**src/rtl/lcd_char_responder.sv**
```systemverilog
// lcd_char_responder: HD44780-compatible 8-bit character LCD responder with a
// 2x16 DDRAM, busy flag, address/data reads and a random-access readback port.
// Optional feature macro: LCD_BUSY_EMU_EN. When defined, accepted accesses hold
// busy for BUSY_CMD_CYC / BUSY_CLR_CYC cycles. When undefined, busy is asserted
// only during the 32-cycle clear fill.
module lcd_char_responder #(
    parameter int BUSY_CMD_CYC = 2000,
    parameter int BUSY_CLR_CYC = 76000,
    parameter int CNT_W        = 17
) (
    input  logic       clk,
    input  logic       rst,
    input  logic       lcd_rs,
    input  logic       lcd_rw,
    input  logic       lcd_e,
    input  logic [7:0] lcd_data_in,
    output logic [7:0] lcd_data_out,
    output logic       lcd_data_oe,
    output logic       busy,
    output logic [4:0] cursor_addr,
    output logic       display_on,
    input  logic [4:0] rd_index,
    output logic [7:0] rd_char,
    output logic       cmd_err
);

    typedef enum logic [1:0] {S_IDLE, S_FILL, S_WAIT} state_t;

    state_t     state, state_n;

    // bus capture
    logic       e_s1, e_s2, e_d, fall;
    logic       bus_rs, bus_rw;
    logic [7:0] bus_data;
    logic       pend, c_rs, c_rw;
    logic [7:0] c_data;

    // display state
    logic [7:0] ddram [32];
    logic [4:0] cursor, cursor_n, step_addr;
    logic [4:0] ptr, ptr_n;
    logic       id, id_n, disp, disp_n, err_n;

    // RAM write port and wait request
    logic       ram_we;
    logic [4:0] ram_wa;
    logic [7:0] ram_wd;
    logic       go_wait, wait_clr;
    logic [6:0] ddr_a;

`ifdef LCD_BUSY_EMU_EN
    logic [CNT_W-1:0] cnt, cnt_n;
`else
    logic unused_cfg;
    assign unused_cfg = wait_clr ^ (BUSY_CMD_CYC > 0) ^ (BUSY_CLR_CYC > 0) ^ (CNT_W > 0);
`endif

    // Synchronize E (2 flops + edge history); register rs/rw/data once so they line up with e_s2.
    always_ff @(posedge clk or posedge rst) begin
        if (rst) begin
            e_s1     <= 1'b0;
            e_s2     <= 1'b0;
            e_d      <= 1'b0;
            bus_rs   <= 1'b0;
            bus_rw   <= 1'b0;
            bus_data <= 8'h00;
        end else begin
            e_s1     <= lcd_e;
            e_s2     <= e_s1;
            e_d      <= e_s2;
            bus_rs   <= lcd_rs;
            bus_rw   <= lcd_rw;
            bus_data <= lcd_data_in;
        end
    end

    assign fall = e_d & ~e_s2;

    // Hold the bus values seen at the falling edge; they are committed on the following cycle.
    always_ff @(posedge clk or posedge rst) begin
        if (rst) begin
            pend   <= 1'b0;
            c_rs   <= 1'b0;
            c_rw   <= 1'b0;
            c_data <= 8'h00;
        end else begin
            pend <= fall;
            if (fall) begin
                c_rs   <= bus_rs;
                c_rw   <= bus_rw;
                c_data <= bus_data;
            end
        end
    end

    assign step_addr = id ? cursor + 5'd1 : cursor - 5'd1;
    assign ddr_a     = c_data[6:0];

    // Next-state decode: command/data commit, clear fill sequencing, busy countdown.
    always_comb begin
        state_n  = state;
        ptr_n    = ptr;
        cursor_n = cursor;
        id_n     = id;
        disp_n   = disp;
        err_n    = 1'b0;
        ram_we   = 1'b0;
        ram_wa   = cursor;
        ram_wd   = c_data;
        go_wait  = 1'b0;
        wait_clr = 1'b0;
`ifdef LCD_BUSY_EMU_EN
        cnt_n    = cnt;
`endif
        // while busy, only instruction (busy-flag) reads are allowed
        if (pend && state != S_IDLE && !(c_rw && !c_rs))
            err_n = 1'b1;

        case (state)
            S_IDLE: begin
                if (pend) begin
                    if (c_rw) begin
                        if (c_rs)
                            cursor_n = step_addr;
                    end else if (c_rs) begin
                        ram_we   = 1'b1;
                        cursor_n = step_addr;
                        go_wait  = 1'b1;
                    end else begin
                        casez (c_data)
                            8'b1???????: begin
                                if (ddr_a[6:4] == 3'b000) begin
                                    cursor_n = {1'b0, ddr_a[3:0]};
                                    go_wait  = 1'b1;
                                end else if (ddr_a[6:4] == 3'b100) begin
                                    cursor_n = {1'b1, ddr_a[3:0]};
                                    go_wait  = 1'b1;
                                end else begin
                                    err_n = 1'b1;
                                end
                            end
                            8'b01??????: err_n = 1'b1;
                            8'b001?????: begin
                                if (c_data[4]) go_wait = 1'b1;
                                else           err_n   = 1'b1;
                            end
                            8'b0001????: go_wait = 1'b1;
                            8'b00001???: begin
                                disp_n  = c_data[2];
                                go_wait = 1'b1;
                            end
                            8'b000001??: begin
                                id_n    = c_data[1];
                                go_wait = 1'b1;
                            end
                            8'b0000001?: begin
                                cursor_n = 5'd0;
                                go_wait  = 1'b1;
                                wait_clr = 1'b1;
                            end
                            8'b00000001: begin
                                state_n  = S_FILL;
                                ptr_n    = 5'd0;
                                cursor_n = 5'd0;
                                id_n     = 1'b1;
                            end
                            default: ;
                        endcase
                    end
                end
            end
            S_FILL: begin
                ram_we = 1'b1;
                ram_wa = ptr;
                ram_wd = 8'h20;
                ptr_n  = ptr + 5'd1;
                if (ptr == 5'd31) begin
                    go_wait  = 1'b1;
                    wait_clr = 1'b1;
                end
            end
            S_WAIT: begin
`ifdef LCD_BUSY_EMU_EN
                cnt_n = cnt - 1'b1;
                if (cnt == '0)
                    state_n = S_IDLE;
`else
                state_n = S_IDLE;
`endif
            end
            default: state_n = S_IDLE;
        endcase

        // counter holds remaining busy cycles minus one, so busy lasts exactly N cycles
        if (go_wait) begin
`ifdef LCD_BUSY_EMU_EN
            state_n = S_WAIT;
            cnt_n   = wait_clr ? CNT_W'(BUSY_CLR_CYC - 1) : CNT_W'(BUSY_CMD_CYC - 1);
`else
            state_n = S_IDLE;
`endif
        end
    end

    // State and control register.
    always_ff @(posedge clk or posedge rst) begin
        if (rst) begin
            state   <= S_IDLE;
            ptr     <= 5'd0;
            cursor  <= 5'd0;
            id      <= 1'b1;
            disp    <= 1'b0;
            cmd_err <= 1'b0;
        end else begin
            state   <= state_n;
            ptr     <= ptr_n;
            cursor  <= cursor_n;
            id      <= id_n;
            disp    <= disp_n;
            cmd_err <= err_n;
        end
    end

`ifdef LCD_BUSY_EMU_EN
    // Busy countdown register.
    always_ff @(posedge clk or posedge rst) begin
        if (rst) cnt <= '0;
        else     cnt <= cnt_n;
    end
`endif

    // Display RAM; reset restores all spaces (also discards a partial fill).
    always_ff @(posedge clk or posedge rst) begin
        if (rst) begin
            for (int i = 0; i < 32; i++) ddram[i] <= 8'h20;
        end else if (ram_we) begin
            ddram[ram_wa] <= ram_wd;
        end
    end

    assign busy        = (state != S_IDLE);
    assign cursor_addr = cursor;
    assign display_on  = disp;
    assign rd_char     = ddram[rd_index];
    assign lcd_data_oe = e_s2 & bus_rw;
    // instruction read returns {BF, HD44780 address}: line 2 starts at 0x40
    assign lcd_data_out = !lcd_data_oe ? 8'h00 :
                          bus_rs       ? ddram[cursor] :
                                         {busy, cursor[4], 2'b00, cursor[3:0]};

endmodule

```
**config.mk**
```make
export PLATFORM = sky130hd
export DESIGN_NAME = lcd_char_responder
export DESIGN_NICKNAME = d
export VERILOG_FILES = /design/src/rtl/lcd_char_responder.sv
export SDC_FILE = /design/constraint.sdc
export NUM_CORES = 1
export LEC_CHECK = 0
export CAP_MARGIN = 10
export CORE_UTILIZATION = 30
export DETAILED_ROUTE_END_ITERATION = 8
export MAX_ROUTING_LAYER = met4
export PLACE_DENSITY = 0.52
export SETUP_SLACK_MARGIN = 0.02
export SLEW_MARGIN = 5
export SYNTH_ARGS = -nofsm -noshare
export SYNTH_HDL_FRONTEND = slang
export SYNTH_SLANG_ARGS = --single-unit
```
**constraint.sdc**
```tcl
create_clock -name clk -period 11.9 [get_ports clk]
set_input_delay 2.38 -clock clk [delete_from_list [all_inputs] [get_ports clk]]
set_output_delay 2.38 -clock clk [all_outputs]
set_load 0.02 [all_outputs]
```
==> qor.log <==
qor: timing.finalWorstPathRequiredPeriod 8.04 ns
qor: detailed_routing.num_vias 9671
qor: synth.yosysWarnings 0
qor: power_and_ir_drop.power.density_cell_area 203 nW/um^2
qor: timing.timing.final.max_slew_violations 0
qor: timing.relative_slew_margins 18.6%
qor: detailed_routing.detail_route.drc_violations 0
qor: synth.synth_seq_cells 294
qor: clocking.clkLatencyLatePin 0.53 ns
qor: timing.fmax 124 MHz
qor: worst_setup_path.worstSetupPathType primary input to output port
qor: clocking.cts_post_setup_buffers_inserted 0
qor: die.pin_count 43
qor: die.floorplan.core_area 51600 sq um
qor: detailed_routing.number_of_iterations_in_the_first_detailed_routing_pass 5
qor: finish.layout.cells.most_common sky130_fd_sc_hd__mux2_2
qor: job.maxCapViolations 0
qor: synth.postSynthCellCount 1048
qor: finish.drive_above_1_share 49.5%
qor: clocking.root_buffer sky130_fd_sc_hd__clkbuf_16
qor: worst_setup_path.critical_path.endpoint_type output port
qor: detailed_routing.avgViaCountPerCell 5.45
qor: die.fp.dieArea 53500 sq um
qor: grt.antenna_found_initial 0
qor: worst_setup_path.worst-path-max-fanout 40
qor: grt.overflow_left_after_global_routing 0
qor: timing.setup_viol_count_final 0
qor: synth.async_set_or_reset_flop_fraction_in_the_synthesized_netlist 100%
qor: die.fp.dieH 231 um
qor: placed_design.place_congestion 0.841
qor: worst_setup_path.critical_path.max_stage_delay 0.76 ns
qor: clocking.clock_sink_count 294
qor: detailed_routing.drt_wl_total 45.0 mm
qor: worst_setup_path.highest_delay_cell_along_the_critical_path sky130_fd_sc_hd__buf_4
qor: worst_setup_path.worstPathCellList buf_4 -> buf_4 -> mux4_2 -> mux4_2 -> mux2_2 -> clkdlybuf4s50_1
qor: synth.avgSynthCellArea 15.1 sq um
qor: grt.grt_first_pass_wirelength 68.0 mm
qor: clocking.clk_path_buf_depth 3
qor: power_and_ir_drop.ir_drop 128 uV
qor: timing.timing.setup.tns 0 ns
qor: clocking.cts_tree done
qor: placed_design.pre_cts_ws 3.80 ns
qor: timing.setup_repair_after_global_routing_missed_its_margin false
qor: detailed_routing.routedWlPerCell 25.4 um
qor: timing.hold_violations 0
qor: clocking.tritoncts.num_buffers 34
qor: finish.total_nets_final 1093
qor: clocking.cts_resized 0
qor: synth.syn_nets 1072
qor: die.floorplan.initialDensity 30.6%
qor: synth.postSynth.topFlopCell sky130_fd_sc_hd__dfrtp_1
qor: clocking.htree_levels 2
qor: synth.netlist_area 15800 sq um
qor: die.rows 83
qor: worst_setup_path.critPathRequiredTime 9.52 ns
qor: grt.grt_max_degree 162
qor: synth.yosysSeqAreaShare 46.9%
qor: die.die_width 231 um
qor: clocking.clk_pin_slew_worst_paths 0.06 ns
qor: grt.gr-usage-all-layers 17.7%
qor: grt.first_global_vias 9949
qor: timing.timing_worst_slew_pin_value 1.22 ns
qor: synth.count_of_flip_flops_with_a_built_in_enable_after_synthesis 0
qor: timing.finClkSkew 0.0289 ns
qor: finish.layout.cells.most_common_list 261 x sky130_fd_sc_hd__mux2_2, 258 x sky130_fd_sc_hd__dfrtp_1, 141 x sky130_fd_sc_hd__mux4_2, 51 x sky130_fd_sc_hd__nand2_1, 40 x sky130_fd_sc_hd__clkdlybuf4s50_1
qor: finish.num_antenna_cells 0
qor: placed_design.port_buffers 42
qor: timing.final_critical_path_setup_slack 3.86 ns
qor: worst_hold_path.worstHoldPathType flop to flop
qor: clocking.hold_bufs_at_cts 0
qor: placed_design.hpwl 28.0 mm
qor: run_status.outcome complete, no violations
qor: finish.filler_cell_count 4936
qor: finish.area.growth.synth_to_final 14.0%
qor: worst_setup_path.critical_path_arrival 5.66 ns
qor: detailed_routing.route.antenna.remaining_nets 0
qor: detailed_routing.dr.first_iter.drc_count 682
qor: synth.synth_cell_types 59
qor: timing.final_critical_path_share_of_the_clock_period 67.6%
qor: worst_setup_path.timing.critical_path.from_type primary input
qor: power_and_ir_drop.leakagePower 0.00771 uW
[cells by family after synthesis]
group	Yosys count	synth area share (%)
xor gates and xnor gates	5	0.278
muxes	451	42.0
and+or+nand+nor	140	4.80
buffers and inverters	86	2.43
AOI/OAI and AO/OA	66	3.09
DFF	294	46.9
adders and majority gates	6	0.523
[through the flow]
stage	utilization (%)	hold WS, ns	instance area, sq um	total power [uW]	instances
after CTS	34.9	0.349	18000	3690	1774
after floorplan	-	0.331	15800	2260	1048
after global placement	32.7	0.343	16900	2590	1713
final	34.9	0.346	18000	3650	1774
after global routing	34.9	0.353	18000	3830	1774
after detailed placement	32.7	0.336	16900	2610	1713
[worst max-delay path: cells and delay by family]
kind                   cells  cell delay, ns
buffers and inverters      3            1.75
muxes                      3            1.46
[cell usage after synthesis, types with 7 or more instances]
| cell | instances | area share [%] |
|---|---|---|
| sky130_fd_sc_hd__buf_2 | 9 | 0.29 |
| sky130_fd_sc_hd__mux2_1 | 18 | 1.3 |
| sky130_fd_sc_hd__dfstp_2 | 33 | 5.5 |
| sky130_fd_sc_hd__a21oi_1 | 8 | 0.25 |
| sky130_fd_sc_hd__mux2i_1 | 31 | 2.0 |
| sky130_fd_sc_hd__mux2_2 | 261 | 19 |
| sky130_fd_sc_hd__nor2_4 | 16 | 1.1 |
| sky130_fd_sc_hd__inv_1 | 10 | 0.24 |
| sky130_fd_sc_hd__mux4_2 | 141 | 20 |
| sky130_fd_sc_hd__nor2_1 | 24 | 0.57 |
| sky130_fd_sc_hd__nand2_1 | 51 | 1.2 |
| sky130_fd_sc_hd__nand3_1 | 13 | 0.41 |
| sky130_fd_sc_hd__nor2b_1 | 13 | 0.52 |
| sky130_fd_sc_hd__buf_4 | 11 | 0.52 |
| sky130_fd_sc_hd__dfrtp_1 | 261 | 41 |
| sky130_fd_sc_hd__clkbuf_1 | 42 | 1.0 |
| sky130_fd_sc_hd__o21ai_0 | 11 | 0.35 |
| sky130_fd_sc_hd__buf_1 | 11 | 0.26 |
| sky130_fd_sc_hd__a22oi_1 | 7 | 0.33 |
[area by class of cell]
class                   instances  area [sq um]  area share [%]
clock inverters                 9           109           0.605
well taps                     680           851            4.73
inverters                      12          52.6           0.292
repair buffers                 59           553            3.07
clock buffers                  52          1010            5.61
flip-flops and latches        294          7400            41.1
multi-input cells             668          8020            44.5
[metal layers]
| metal | wire length [um] | track usage [%] | vias up |
|---|---|---|---|
| met5 | 0 | - | - |
| met3 | 2310 | 2.88 | 65 |
| met2 | 20200 | 25.6 | 263 |
| met1 | 21600 | 25.8 | 5241 |
| met4 | 869 | 4.45 | 0 |
| li1 | - | - | 4102 |
[path summary, 6_finish.rpt]
path / to / cells past startpoint / slack (ns) / startpoint
setup / recovery: rd_char[6] / 6 / 3.86 / rd_index[0]
hold / removal: e_s2 / 0 / 0.35 / e_s1
setup reg to reg: ddram[76] / 6 / 8.61 / cursor_addr[1]
hold reg to reg: e_s2 / 0 / 0.35 / e_s1
max in group asynchronous: ddram[247] / 3 / 8.07 / rst
min in group asynchronous: ddram[20] / 2 / 2.40 / rst
[sequential cells by signal (all words and copies together) (netlist names)]
name,cells
ddram,256
bus_data,8
c_data,8
cursor_addr,5
ptr,5
bus_rs,1
bus_rw,1
c_rs,1
c_rw,1
cmd_err,1
display_on,1
e_d,1
e_s1,1
e_s2,1
id,1
pend,1
state,1
[where the power goes]
| group | switching [uW] | internal, uW | total, uW |
|---|---|---|---|
| combinational | 540 | 586 | 1130 |
| clock | 430 | 631 | 1060 |
| sequential | 223 | 1240 | 1460 |
Note: power is estimated with default switching activity, not from simulation.
